**src/rtl/riscv_pkg.sv**
```systemverilog
// Shared RISC-V core definitions: widths, register constants,
// ALU op encodings and the EX-stage control bundle.
package riscv_pkg;

  localparam int XLEN = 32;
  localparam int AOPW = 4;

  localparam logic [4:0] REG_ZERO = 5'd0;

  localparam logic [AOPW-1:0] ALU_ADD  = 4'd0;
  localparam logic [AOPW-1:0] ALU_SUB  = 4'd1;
  localparam logic [AOPW-1:0] ALU_AND  = 4'd2;
  localparam logic [AOPW-1:0] ALU_OR   = 4'd3;
  localparam logic [AOPW-1:0] ALU_XOR  = 4'd4;
  localparam logic [AOPW-1:0] ALU_SLL  = 4'd5;
  localparam logic [AOPW-1:0] ALU_SRL  = 4'd6;
  localparam logic [AOPW-1:0] ALU_SRA  = 4'd7;
  localparam logic [AOPW-1:0] ALU_SLT  = 4'd8;
  localparam logic [AOPW-1:0] ALU_SLTU = 4'd9;

  typedef struct packed {
    logic            reg_wr;
    logic            mem_rd;
    logic            mem_wr;
    logic            alu_src;
    logic [AOPW-1:0] alu_op;
  } ex_ctrl_t;

endpackage

```
**src/rtl/load_use_detect.sv**
```systemverilog
// Load-use hazard check: a load in EX whose destination
// is read by the instruction currently in ID.
module load_use_detect (
  input  logic       ex_valid,
  input  logic       ex_mem_rd,
  input  logic [4:0] ex_rd,
  input  logic       id_valid,
  input  logic       id_uses_rs1,
  input  logic       id_uses_rs2,
  input  logic [4:0] id_rs1,
  input  logic [4:0] id_rs2,
  output logic       load_use_stall
);
  import riscv_pkg::*;

  logic hit1;
  logic hit2;

  assign hit1 = id_uses_rs1 && (id_rs1 == ex_rd);
  assign hit2 = id_uses_rs2 && (id_rs2 == ex_rd);

  assign load_use_stall = ex_valid && ex_mem_rd &&
                          (ex_rd != REG_ZERO) &&
                          id_valid && (hit1 || hit2);

endmodule

```
**src/rtl/id_ex_stage.sv**
```systemverilog
// ID/EX pipeline register with WB write-through bypass,
// load-use bubble insertion and branch flush.
module id_ex_stage #(
  parameter int XLEN = riscv_pkg::XLEN,
  parameter int AOPW = riscv_pkg::AOPW
) (
  input  logic            clk,
  input  logic            rst,
  input  logic            id_valid,
  input  logic [XLEN-1:0] id_pc,
  input  logic [4:0]      id_rs1,
  input  logic [4:0]      id_rs2,
  input  logic [4:0]      id_rd,
  input  logic            id_uses_rs1,
  input  logic            id_uses_rs2,
  input  logic [XLEN-1:0] id_rs1_data,
  input  logic [XLEN-1:0] id_rs2_data,
  input  logic [XLEN-1:0] id_imm,
  input  logic            id_reg_wr,
  input  logic            id_mem_rd,
  input  logic            id_mem_wr,
  input  logic            id_alu_src,
  input  logic [AOPW-1:0] id_alu_op,
  input  logic            wb_reg_wr,
  input  logic [4:0]      wb_wr_reg,
  input  logic [XLEN-1:0] wb_wr_data,
  input  logic            ex_flush,
  output logic            load_use_stall,
  output logic            ex_valid,
  output logic [XLEN-1:0] ex_pc,
  output logic [XLEN-1:0] ex_rs1_data,
  output logic [XLEN-1:0] ex_rs2_data,
  output logic [XLEN-1:0] ex_imm,
  output logic [4:0]      ex_rs1,
  output logic [4:0]      ex_rs2,
  output logic [4:0]      ex_rd,
  output logic            ex_reg_wr,
  output logic            ex_mem_rd,
  output logic            ex_mem_wr,
  output logic            ex_alu_src,
  output logic [AOPW-1:0] ex_alu_op
);
  import riscv_pkg::*;

  logic [XLEN-1:0] op1;
  logic [XLEN-1:0] op2;
  ex_ctrl_t        ctrl_d;
  ex_ctrl_t        ctrl_q;
  logic            bubble;

  load_use_detect u_lud (
    .ex_valid       (ex_valid),
    .ex_mem_rd      (ctrl_q.mem_rd),
    .ex_rd          (ex_rd),
    .id_valid       (id_valid),
    .id_uses_rs1    (id_uses_rs1),
    .id_uses_rs2    (id_uses_rs2),
    .id_rs1         (id_rs1),
    .id_rs2         (id_rs2),
    .load_use_stall (load_use_stall)
  );

  // x0 is forced to zero even though the regfile stores it
  always_comb begin
    op1 = id_rs1_data;
    if (id_rs1 == REG_ZERO)
      op1 = '0;
    else if (wb_reg_wr && wb_wr_reg == id_rs1)
      op1 = wb_wr_data;
  end

  always_comb begin
    op2 = id_rs2_data;
    if (id_rs2 == REG_ZERO)
      op2 = '0;
    else if (wb_reg_wr && wb_wr_reg == id_rs2)
      op2 = wb_wr_data;
  end

  always_comb begin
    ctrl_d.reg_wr  = id_reg_wr  && id_valid;
    ctrl_d.mem_rd  = id_mem_rd  && id_valid;
    ctrl_d.mem_wr  = id_mem_wr  && id_valid;
    ctrl_d.alu_src = id_alu_src && id_valid;
    ctrl_d.alu_op  = id_valid ? id_alu_op : '0;
  end

  assign bubble = ex_flush || load_use_stall;

  always_ff @(posedge clk or posedge rst) begin
    if (rst) begin
      ex_valid    <= 1'b0;
      ex_pc       <= '0;
      ex_rs1_data <= '0;
      ex_rs2_data <= '0;
      ex_imm      <= '0;
      ex_rs1      <= '0;
      ex_rs2      <= '0;
      ex_rd       <= '0;
      ctrl_q      <= '0;
    end else if (bubble) begin
      ex_valid    <= 1'b0;
      ex_pc       <= '0;
      ex_rs1_data <= '0;
      ex_rs2_data <= '0;
      ex_imm      <= '0;
      ex_rs1      <= '0;
      ex_rs2      <= '0;
      ex_rd       <= '0;
      ctrl_q      <= '0;
    end else begin
      ex_valid    <= id_valid;
      ex_pc       <= id_pc;
      ex_rs1_data <= op1;
      ex_rs2_data <= op2;
      ex_imm      <= id_imm;
      ex_rs1      <= id_rs1;
      ex_rs2      <= id_rs2;
      ex_rd       <= id_rd;
      ctrl_q      <= ctrl_d;
    end
  end

  assign ex_reg_wr  = ctrl_q.reg_wr;
  assign ex_mem_rd  = ctrl_q.mem_rd;
  assign ex_mem_wr  = ctrl_q.mem_wr;
  assign ex_alu_src = ctrl_q.alu_src;
  assign ex_alu_op  = ctrl_q.alu_op;

endmodule

```
**config.mk**
```make
export PLATFORM = sky130hd
export DESIGN_NAME = id_ex_stage
export DESIGN_NICKNAME = d
export VERILOG_FILES = /design/src/rtl/riscv_pkg.sv /design/src/rtl/load_use_detect.sv /design/src/rtl/id_ex_stage.sv
export SDC_FILE = /design/constraint.sdc
export NUM_CORES = 1
export LEC_CHECK = 0
export BUFFER_PORTS_ARGS = -buffer_cell sky130_fd_sc_hd__buf_2
export CAP_MARGIN = 20
export CORE_AREA = 2 2 136 138
export DETAILED_ROUTE_END_ITERATION = 10
export DIE_AREA = 0 0 138 140
export GPL_TIMING_DRIVEN = 0
export PLACE_DENSITY = 0.63
export SETUP_SLACK_MARGIN = 0.4
export SYNTH_ARGS = -nofsm -noshare
export SYNTH_HDL_FRONTEND = slang
export SYNTH_HIERARCHICAL = 1
export SYNTH_SLANG_ARGS = --single-unit
```
**constraint.sdc**
```tcl
create_clock -name clk -period 8 [get_ports clk]
set_clock_uncertainty 0.1 [all_clocks]
set_input_delay 0.8 -clock clk [delete_from_list [all_inputs] [get_ports clk]]
set_output_delay 0.8 -clock clk [all_outputs]
set_load 0.02 [all_outputs]
```
==> impl_metrics.toml, run 1 <==
[placement]
gp_congestion = 0.817
dpl.hpwl_um = 14800
io_buffer_count = 347
pre_cts_ws_ns = 5.00
dpl-instance-area_um2 = 7910

[grt]
grt_pass1_vias = 5341
antenna_found_initial = 1
grt_max_degree = 93
grtUsageTotal = 0.196
grt_pass1_wl_um = 29100
overflow = 0

[drt]
ant_nets = 0
drc_errors = 0
wl_um = 19100
dr.pass1.iters = 5
drt-initial-drc-count = 200
routedWlPerCell_um = 16.9
vias = 5183
via_per_inst = 4.60

[setup_path]
worstRegToRegCells = 9
r2r_slack_ns = 5.13
slowest_stage = "or4_1"
r2r_end = "ex_rs1_data[18]"
cp_data_required_time_ns = 8.21
endpoint_kind = "register"
critPathMaxStageDelay_ns = 0.55
worstSetupPathType = "reg -> reg"
path_max_fanout = 10
crit_chain = "or4_1, o2111ai_1, a21oi_1, or2_0, clkbuf_1, a21oi_4, buf_2, nand2_1, o21ai_0"
start_kind = "register"
arrival_ns = 3.08
timing.rr.start = "ex_rd[2]"

[synth]
synthesis.area_um2 = 5860
synth_area_per_cell_um2 = 11.4
synth_area_leader_cell = "dfrtp_1"
syn-instance-count = 516
synthDistinctLibCells = 22
syn_nets = 711
synth_warnings = 6
synth-seq-cells = 152
synth_edf_count = 0
synth.area.top_cells = "dfrtp_1, and2_1, nand4_1"
ys_seq_area_frac = 0.649
synth_ff_type = "dfrtp_1"
synth_top_area_frac = 0.649
synth-async-reset-ratio = 1.00

[layout]
utilization = 0.479
design_area_um2 = 8520
nNetsFinal = 1078
final_common_cell = "buf_2"
area_delta_synth_final_pct = 45.4
layout-drive-gt1-share = 0.455
layout_common_cells = "buf_2, dfrtp_1, and2_1"

[run]
maxCapViolCount = 0

[clock_tree]
cts_sinks = 152
cts.clk_slew.worst_paths_ns = 0.07
htreeDepth = 4
cts_tree = "yes"
cts-hold-fix-buffers = 0
cts_setup_buffers = 0
root_buffer = "clkbuf_16"
cts-buffers-inserted = 17
clkLatencyLatePin_ns = 0.41
cts_buffer_depth = 2
ctsResizeCount = 0

[timing]
rsz0062_at_grt = "no"
max_freq_mhz = 348
period_needed_ns = 2.87
worst_slack_ns = 5.13
hold_viol = 0
finalSetupTns_ns = 0
fin_crit_sh = 0.359
setup-violations-final = 0
tightestPinTransition_ns = 0.593
relSlewSlack = 0.601
slew_violations = 0

[floorplanning]
die_width_um = 138
num_rows = 49
dieArea_um2 = 19300
io_pins = 348
chipHeight_um = 140
floorplan.initialDensity = 0.329
core-area_um2 = 17800

[power_and_ir_drop]
p_leak_nw = 4.56
powerDensity_nw_per_um2 = 223
p_total_mw = 1.90
irDropWorstVdd_mv = 0.132

[outcome]
status = "complete, no violations"

[worst_hold_path]
worstHoldPathType = "in -> async"
[logic make-up (layout without fill, tap and decap cells)]
| group | after synthesis | in the layout | synth area share |
|---|---|---|---|
| buffers and inverters | 45 | 425 | 0.0352 |
| XOR/XNOR | 20 | 20 | 0.0299 |
| flip-flops | 152 | 152 | 0.649 |
| AND/OR/NAND/NOR | 231 | 231 | 0.223 |
| AO/OA/AOI/OAI | 68 | 68 | 0.0626 |
| other | 0 | 1 | 0 |
[area by class of cell]
| type | instances | area (um2) |
|---|---|---|
| buffer | 42 | 195 |
| tap | 229 | 287 |
| sequential | 152 | 3800 |
| timing repair buffer | 348 | 1760 |
| clock buffer | 19 | 443 |
| clock inverter | 13 | 160 |
| multi-input combinational | 319 | 1850 |
| antenna | 1 | 2.50 |
| inverter | 3 | 16.3 |
| fill | 1751 | 9260 |
[metrics by stage]
step | hold slack (ns) | cells
floorplan | 0.827 | 516
global placement | 0.906 | 1092
detailed placement | 0.804 | 1093
CTS | 0.347 | 1125
global route | 0.369 | 1126
finish | 0.343 | 1126
[report_power, final]
part / internal, mW / switching (mW) / leakage, nW
logic: 0.0952 / 0.164 / 2.30
registers: 0.809 / 0.0118 / 1.97
clock network: 0.479 / 0.341 / 0.293
total: 1.38 / 0.517 / 4.56
[Yosys cell counts, drive strengths merged, types with 3 or more instances]
| master | number |
|---|---|
| a21oi | 3 |
| and2 | 82 |
| and3 | 8 |
| buf | 24 |
| clkbuf | 18 |
| dfrtp | 152 |
| inv | 3 |
| nand2 | 64 |
| nand4 | 64 |
| nor2 | 3 |
| nor4 | 6 |
| o21ai | 64 |
| xnor2 | 4 |
| xor2 | 16 |
[how the worst max path moves through the flow]
stage	from	to	depth (start not counted)
final	ex_rd[2]	ex_rs1_data[18]	9
after global routing	ex_rd[2]	ex_rs1_data[18]	9
after CTS	ex_rd[2]	ex_rs1_data[16]	9
after detailed placement	id_rs1[3]	ex_rs1_data[16]	11
after global placement	rst	ex_rs1_data[28]	2
after floorplan	rst	ex_alu_op[0]	1
[layer usage]
metal	track usage	vias to the layer above	part of all wire
li1	-	2484	-
met1	0.224	2416	0.38
met2	0.333	253	0.50
met3	0.0790	30	0.10
met4	0.0682	0	0.021
met5	0	-	0
[state kept, by name, summed over array words and instances, names as in the netlist]
signal	count
ex_alu_op	4
ex_alu_src	1
ex_imm	32
ex_mem_rd	1
ex_mem_wr	1
ex_pc	32
ex_rd	5
ex_reg_wr	1
ex_rs1	5
ex_rs1_data	32
ex_rs2	5
ex_rs2_data	32
ex_valid	1
[critical path: cells and delay by family (launching register included)]
family | cells | cell delay (ns)
AO/OA/AOI/OAI | 4 | 0.89
AND/OR/NAND/NOR | 3 | 0.85
buffers and inverters | 2 | 0.49
flip-flops | 1 | 0.44
(Power assumes the default switching activity.)
==> run 2, diff against run 1 <==
ABC_AREA = 1   (was not set)
CORE_AREA = 2 2 137 139   (was 2 2 136 138)
DIE_AREA = 0 0 139 141   (was 0 0 138 140)
PLACE_DENSITY = 0.72   (was 0.63)
clock period = 2.3 ns   (was 8 ns; I/O delays follow)
==> impl_metrics.toml, run 2 <==
[outcome]
status = "complete, no violations"

[clock_tree]
cts_sinks = 152
cts-buffers-inserted = 17
clkLatencyLatePin_ns = 0.41
cts_buffer_depth = 2
htreeDepth = 4
root_buffer = "clkbuf_16"
cts_tree = "yes"
cts.clk_slew.worst_paths_ns = 0.07

[timing]
relSlewSlack = 0.699
slew_violations = 0
hold_slack_ns = 0.0185
worst_slack_ns = 0.396
period_needed_ns = 1.90
fin_crit_sh = 0.828
tightestPinTransition_ns = 0.452
hold_viol = 0
finalSetupTns_ns = 0
setup-violations-final = 0
rsz0062_at_grt = "yes"
max_freq_mhz = 525

[run]
maxCapViolCount = 0

[setup_path]
worstRegToRegCells = 12
startpoint = "ex_rd[3]"
cp_data_required_time_ns = 1.97
start_kind = "register"
path_max_fanout = 4
timing.rr.start = "ex_rd[3]"
endpoint_kind = "output pin"
arrival_ns = 1.57
worstSetupPathType = "reg -> out"

[floorplanning]
die_width_um = 139
core-area_um2 = 18300
num_rows = 50
io_pins = 348
floorplan.initialDensity = 0.384
chipHeight_um = 141
dieArea_um2 = 19600

[worst_hold_path]
worstHoldPathType = "in -> reg"
min_from = "id_rs2_data[13]"
whs_path_depth = 5

[grt]
grtUsageTotal = 0.225
antenna_found_initial = 1
grt_pass1_vias = 7045
grt_max_degree = 44
overflow = 0
grt_pass1_wl_um = 34800

[synth]
synth_edf_count = 0
synth_area_per_cell_um2 = 7.77
synthesis.area_um2 = 7010
synth_warnings = 6
synthDistinctLibCells = 19
synth_ff_type = "dfrtp_1"
synth-async-reset-ratio = 1.00
synth-seq-cells = 152
ys_seq_area_frac = 0.542
synth.most_common_cell = "inv_1"
synthTopCellsByCount = "inv_1, nor2_1, dfrtp_1"
synth.area.top_cells = "dfrtp_1, inv_1, nor2_1"
syn_nets = 1098
synth_top_area_frac = 0.542
syn-instance-count = 903
synth_area_leader_cell = "dfrtp_1"

[power_and_ir_drop]
p_leak_nw = 6.91
irDropWorstVdd_mv = 0.473
p_total_mw = 6.91
powerDensity_nw_per_um2 = 631

[layout]
nNetsFinal = 1578
layout_common_cells = "buf_2, inv_1, nor2_1"
area_delta_synth_final_pct = 56.1
layout-drive-gt1-share = 0.374
final_common_cell = "buf_2"
n_fill_cell = 1569

[drt]
dr.pass1.iters = 4
drt-initial-drc-count = 284
via_per_inst = 4.26
ant_nets = 0
vias = 6953
routedWlPerCell_um = 13.7
wl_um = 22300
drc_errors = 0

[placement]
dpl.hpwl_um = 15700
gp_congestion = 0.842
pre_cts_ws_ns = 0.00501
io_buffer_count = 347
-- run 2: changes by cell type after synthesis, sizes merged, moves of 2 or more --
cell and change:
nand3 +68, nand2 +135, buf +4, and3 -8, xnor2 -4, nor2 +168, and2 -82, inv +263
a21oi +2, o21ai -62, nor4 -6, clkbuf -12, nand4 -60, xor2 -16
-- run 2: worst paths after layout --
| kind | end | slack, ns |
|---|---|---|
| max reg2reg | ex_rs2_data[28] | 0.47 |
| min reg2reg | ex_valid | 0.81 |
| min | ex_rs2_data[13] | 0.02 |
| min in group asynchronous | ex_pc[18] | 0.27 |
| max in group asynchronous | ex_rd[2] | 1.03 |
| max | load_use_stall | 0.40 |
-- run 2: layout make-up --
| class | count | area, um2 | share of cell area |
|---|---|---|---|
| clock buffers | 18 | 429 | 0.0392 |
| multi-input cells | 451 | 2050 | 0.187 |
| clock inverters | 14 | 156 | 0.0143 |
| well taps | 234 | 293 | 0.0267 |
| diodes | 1 | 2.50 | 0.000229 |
| flip-flops and latches | 152 | 3800 | 0.347 |
| repair buffers | 461 | 2920 | 0.267 |
| plain buffers | 34 | 284 | 0.0259 |
| inverters | 266 | 1010 | 0.0920 |
-- run 2: cells by family after synthesis --
| family | synth area share |
|---|---|
| buffers and inverters | 0.173 |
| and+or+nand+nor | 0.279 |
| DFF | 0.542 |
| AOI/OAI and AO/OA | 0.00607 |
-- run 2: timing repair --
action,in CTS,in global routing
cloned,0,4
setup endpoints to repair,132,132
pin swaps,1,8
endpoints found under the hold margin,114,0
gates resized for setup,18,43
hold buffers,101,0
buffers inserted,3,2
-- run 2: through the flow --
step,utilization,cells,instance area [um2]
global route,0.599,1631,11000
floorplan,-,903,7030
finish,0.599,1631,11000
CTS,0.591,1624,10800
detailed placement,0.500,1488,9140
global placement,0.496,1484,9060
-- run 2: critical path, stage by stage (launching register included) --
cell,delay [ns]
dfrtp_1,0.42
nand2_1,0.09
nand2_1,0.07
nor2_2,0.12
nand3_2,0.10
a21oi_4,0.20
buf_6,0.15
-- run 2: metal layers --
metal | vias up | track usage | routed length [um]
met5 | - | 0 | 0
met4 | 0 | 0.0728 | 556
met3 | 39 | 0.0601 | 1420
met2 | 253 | 0.402 | 11400
met1 | 3171 | 0.265 | 8940
li1 | 3490 | - | -
-- run 2: where the power goes --
group          switching (mW)  internal [mW]
Clock                    1.23           1.54
Sequential             0.0427           2.81
Combinational           0.738          0.534
Total                    2.01           4.89
==> run 3, diff against run 2 <==
CORE_AREA = 2 2 136 138   (was 2 2 137 139)
DIE_AREA = 0 0 138 140   (was 0 0 139 141)
PLACE_DENSITY = 0.7   (was 0.72)
clock period = 1.9 ns   (was 2.3 ns; I/O delays follow)
==> impl_metrics.toml, run 3 (same netlist as run 2, synthesis figures left out) <==
[timing]
setup-violations-final = 7
period_needed_ns = 1.92
hold_viol = 0
fin_crit_sh = 1.01
rsz0062_at_grt = "yes"
worst_slack_ns = -0.0194
slew_violations = 0
relSlewSlack = 0.600
max_freq_mhz = 521
tightestPinTransition_ns = 0.596
hold_slack_ns = 0.0174

[layout]
seq_area_um2 = 3800
design_area_um2 = 12600
final_common_cell = "buf_2"
multi_input_area_um2 = 2690
n_fill_cell = 1236
layout-drive-gt1-share = 0.450
layout_common_cells = "buf_2, inv_1, dfrtp_1"
nNetsFinal = 1646
area_delta_synth_final_pct = 79.2

[power_and_ir_drop]
p_total_mw = 9.03
irDropWorstVdd_mv = 0.627
p_leak_nw = 7.39
powerDensity_nw_per_um2 = 718

[worst_hold_path]
worstHoldPathType = "in -> reg"
min_from = "wb_wr_data[11]"
whs_path_depth = 5
holdPathEnd = "ex_rs1_data[11]"

[grt]
grt_pass1_vias = 7714
grt_max_degree = 42
grt_pass1_wl_um = 38400
antenna_found_initial = 4
grtUsageTotal = 0.251
overflow = 0

[floorplanning]
floorplan.initialDensity = 0.394
num_rows = 49
chipHeight_um = 140
io_pins = 348
core-area_um2 = 17800
die_width_um = 138
dieArea_um2 = 19300

[placement]
gp_congestion = 0.839
dpl.hpwl_um = 15900
pre_cts_ws_ns = -0.380
io_buffer_count = 347
dpl-instance-area_um2 = 9140

[setup_path]
r2r_end = "ex_rs2_data[16]"
arrival_ns = 2.13
worstSetupPathType = "reg -> reg"
worstRegToRegCells = 13
path_max_fanout = 7
r2r_slack_ns = -0.02
cp_data_required_time_ns = 2.11
timing.rr.start = "ex_rd[2]"
endpoint_kind = "register"
start_kind = "register"

[clock_tree]
cts_sinks = 152
cts_buffer_depth = 2
cts-buffers-inserted = 17
cts.clk_slew.worst_paths_ns = 0.07
root_buffer = "clkbuf_16"
htreeDepth = 4
cts_tree = "yes"
clkLatencyLatePin_ns = 0.42

[drt]
dr.pass1.iters = 4
drt-initial-drc-count = 306
routedWlPerCell_um = 15.3
vias = 7601
wl_um = 26000
via_per_inst = 4.48
drc_errors = 0
ant_nets = 0

[outcome]
violations = "negative setup slack"
status = "finished, violations left"

[run]
maxCapViolCount = 0
## run 3: stage by stage
| step | utilization | cells | setup TNS (ns) |
|---|---|---|---|
| 6_report | 0.707 | 1695 | -0.0538 |
| 5_1_grt | 0.707 | 1695 | -5.13 |
| 4_1_cts | 0.658 | 1682 | 0 |
| 3_5_place_dp | 0.514 | 1483 | -22.40 |
| 3_3_place_gp | 0.509 | 1479 | -211.90 |
| 2_1_floorplan | - | 903 | -47.33 |
## run 3: worst max path at each step
| stage | startpoint | to | slack [ns] | cells after the start |
|---|---|---|---|---|
| 2_1_floorplan | rst | ex_alu_op[0] | -0.31 | 1 |
| 3_3_place_gp | rst | ex_rs2_data[18] | -1.27 | 2 |
| 5_1_grt | ex_rd[4] | ex_rs2_data[16] | -0.12 | 12 |
| 3_5_place_dp | ex_rd[4] | ex_rs2_data[7] | -0.38 | 12 |
| 6_report | ex_rd[2] | ex_rs2_data[16] | -0.02 | 13 |
| 4_1_cts | ex_rd[3] | load_use_stall | 0.01 | 7 |
## run 3: layout make-up
class | instances | area share
Clock buffer | 17 | 0.0339
Multi-Input combinational cell | 451 | 0.214
Tap cell | 229 | 0.0228
Clock inverter | 14 | 0.0163
Timing Repair inverter | 1 | 0.000398
Antenna cell | 3 | 0.000597
Buffer | 34 | 0.0309
Timing Repair Buffer | 528 | 0.298
Inverter | 266 | 0.0804
Sequential cell | 152 | 0.303
## run 3: per-layer routing
layer,wire length [um],GRT usage
met1,9880,0.290
met2,13800,0.447
met5,7,0
met4,937,0.0967
met3,1410,0.0650
## run 3: critical path, stage by stage, from the launching register on
cell and delay [ns]:
dfrtp_1 0.42, inv_2 0.06, nand2_2 0.05, nand2_1 0.05, nor2_2 0.12, nand3_2 0.10
a21oi_4 0.21, nor2_4 0.10, o21ai_4 0.08, clkinv_4 0.14, buf_6 0.15, buf_6 0.13
nand2_2 0.06, nor2_1 0.04
## run 3: power by group
part	switching (mW)	internal (mW)	leakage [nW]
combinational	1.06	0.852	5.11
sequential	0.0559	3.41	1.97
clock	1.52	2.13	0.307
total	2.64	6.39	7.39
## run 3: timing repair
action,in CTS,in global routing
hold buffers,150,0
pin swaps,21,40
setup buffers,9,6
gates cloned,9,4
endpoints found under the setup margin,153,185
hold endpoints to repair,172,0
gates resized for setup,80,211
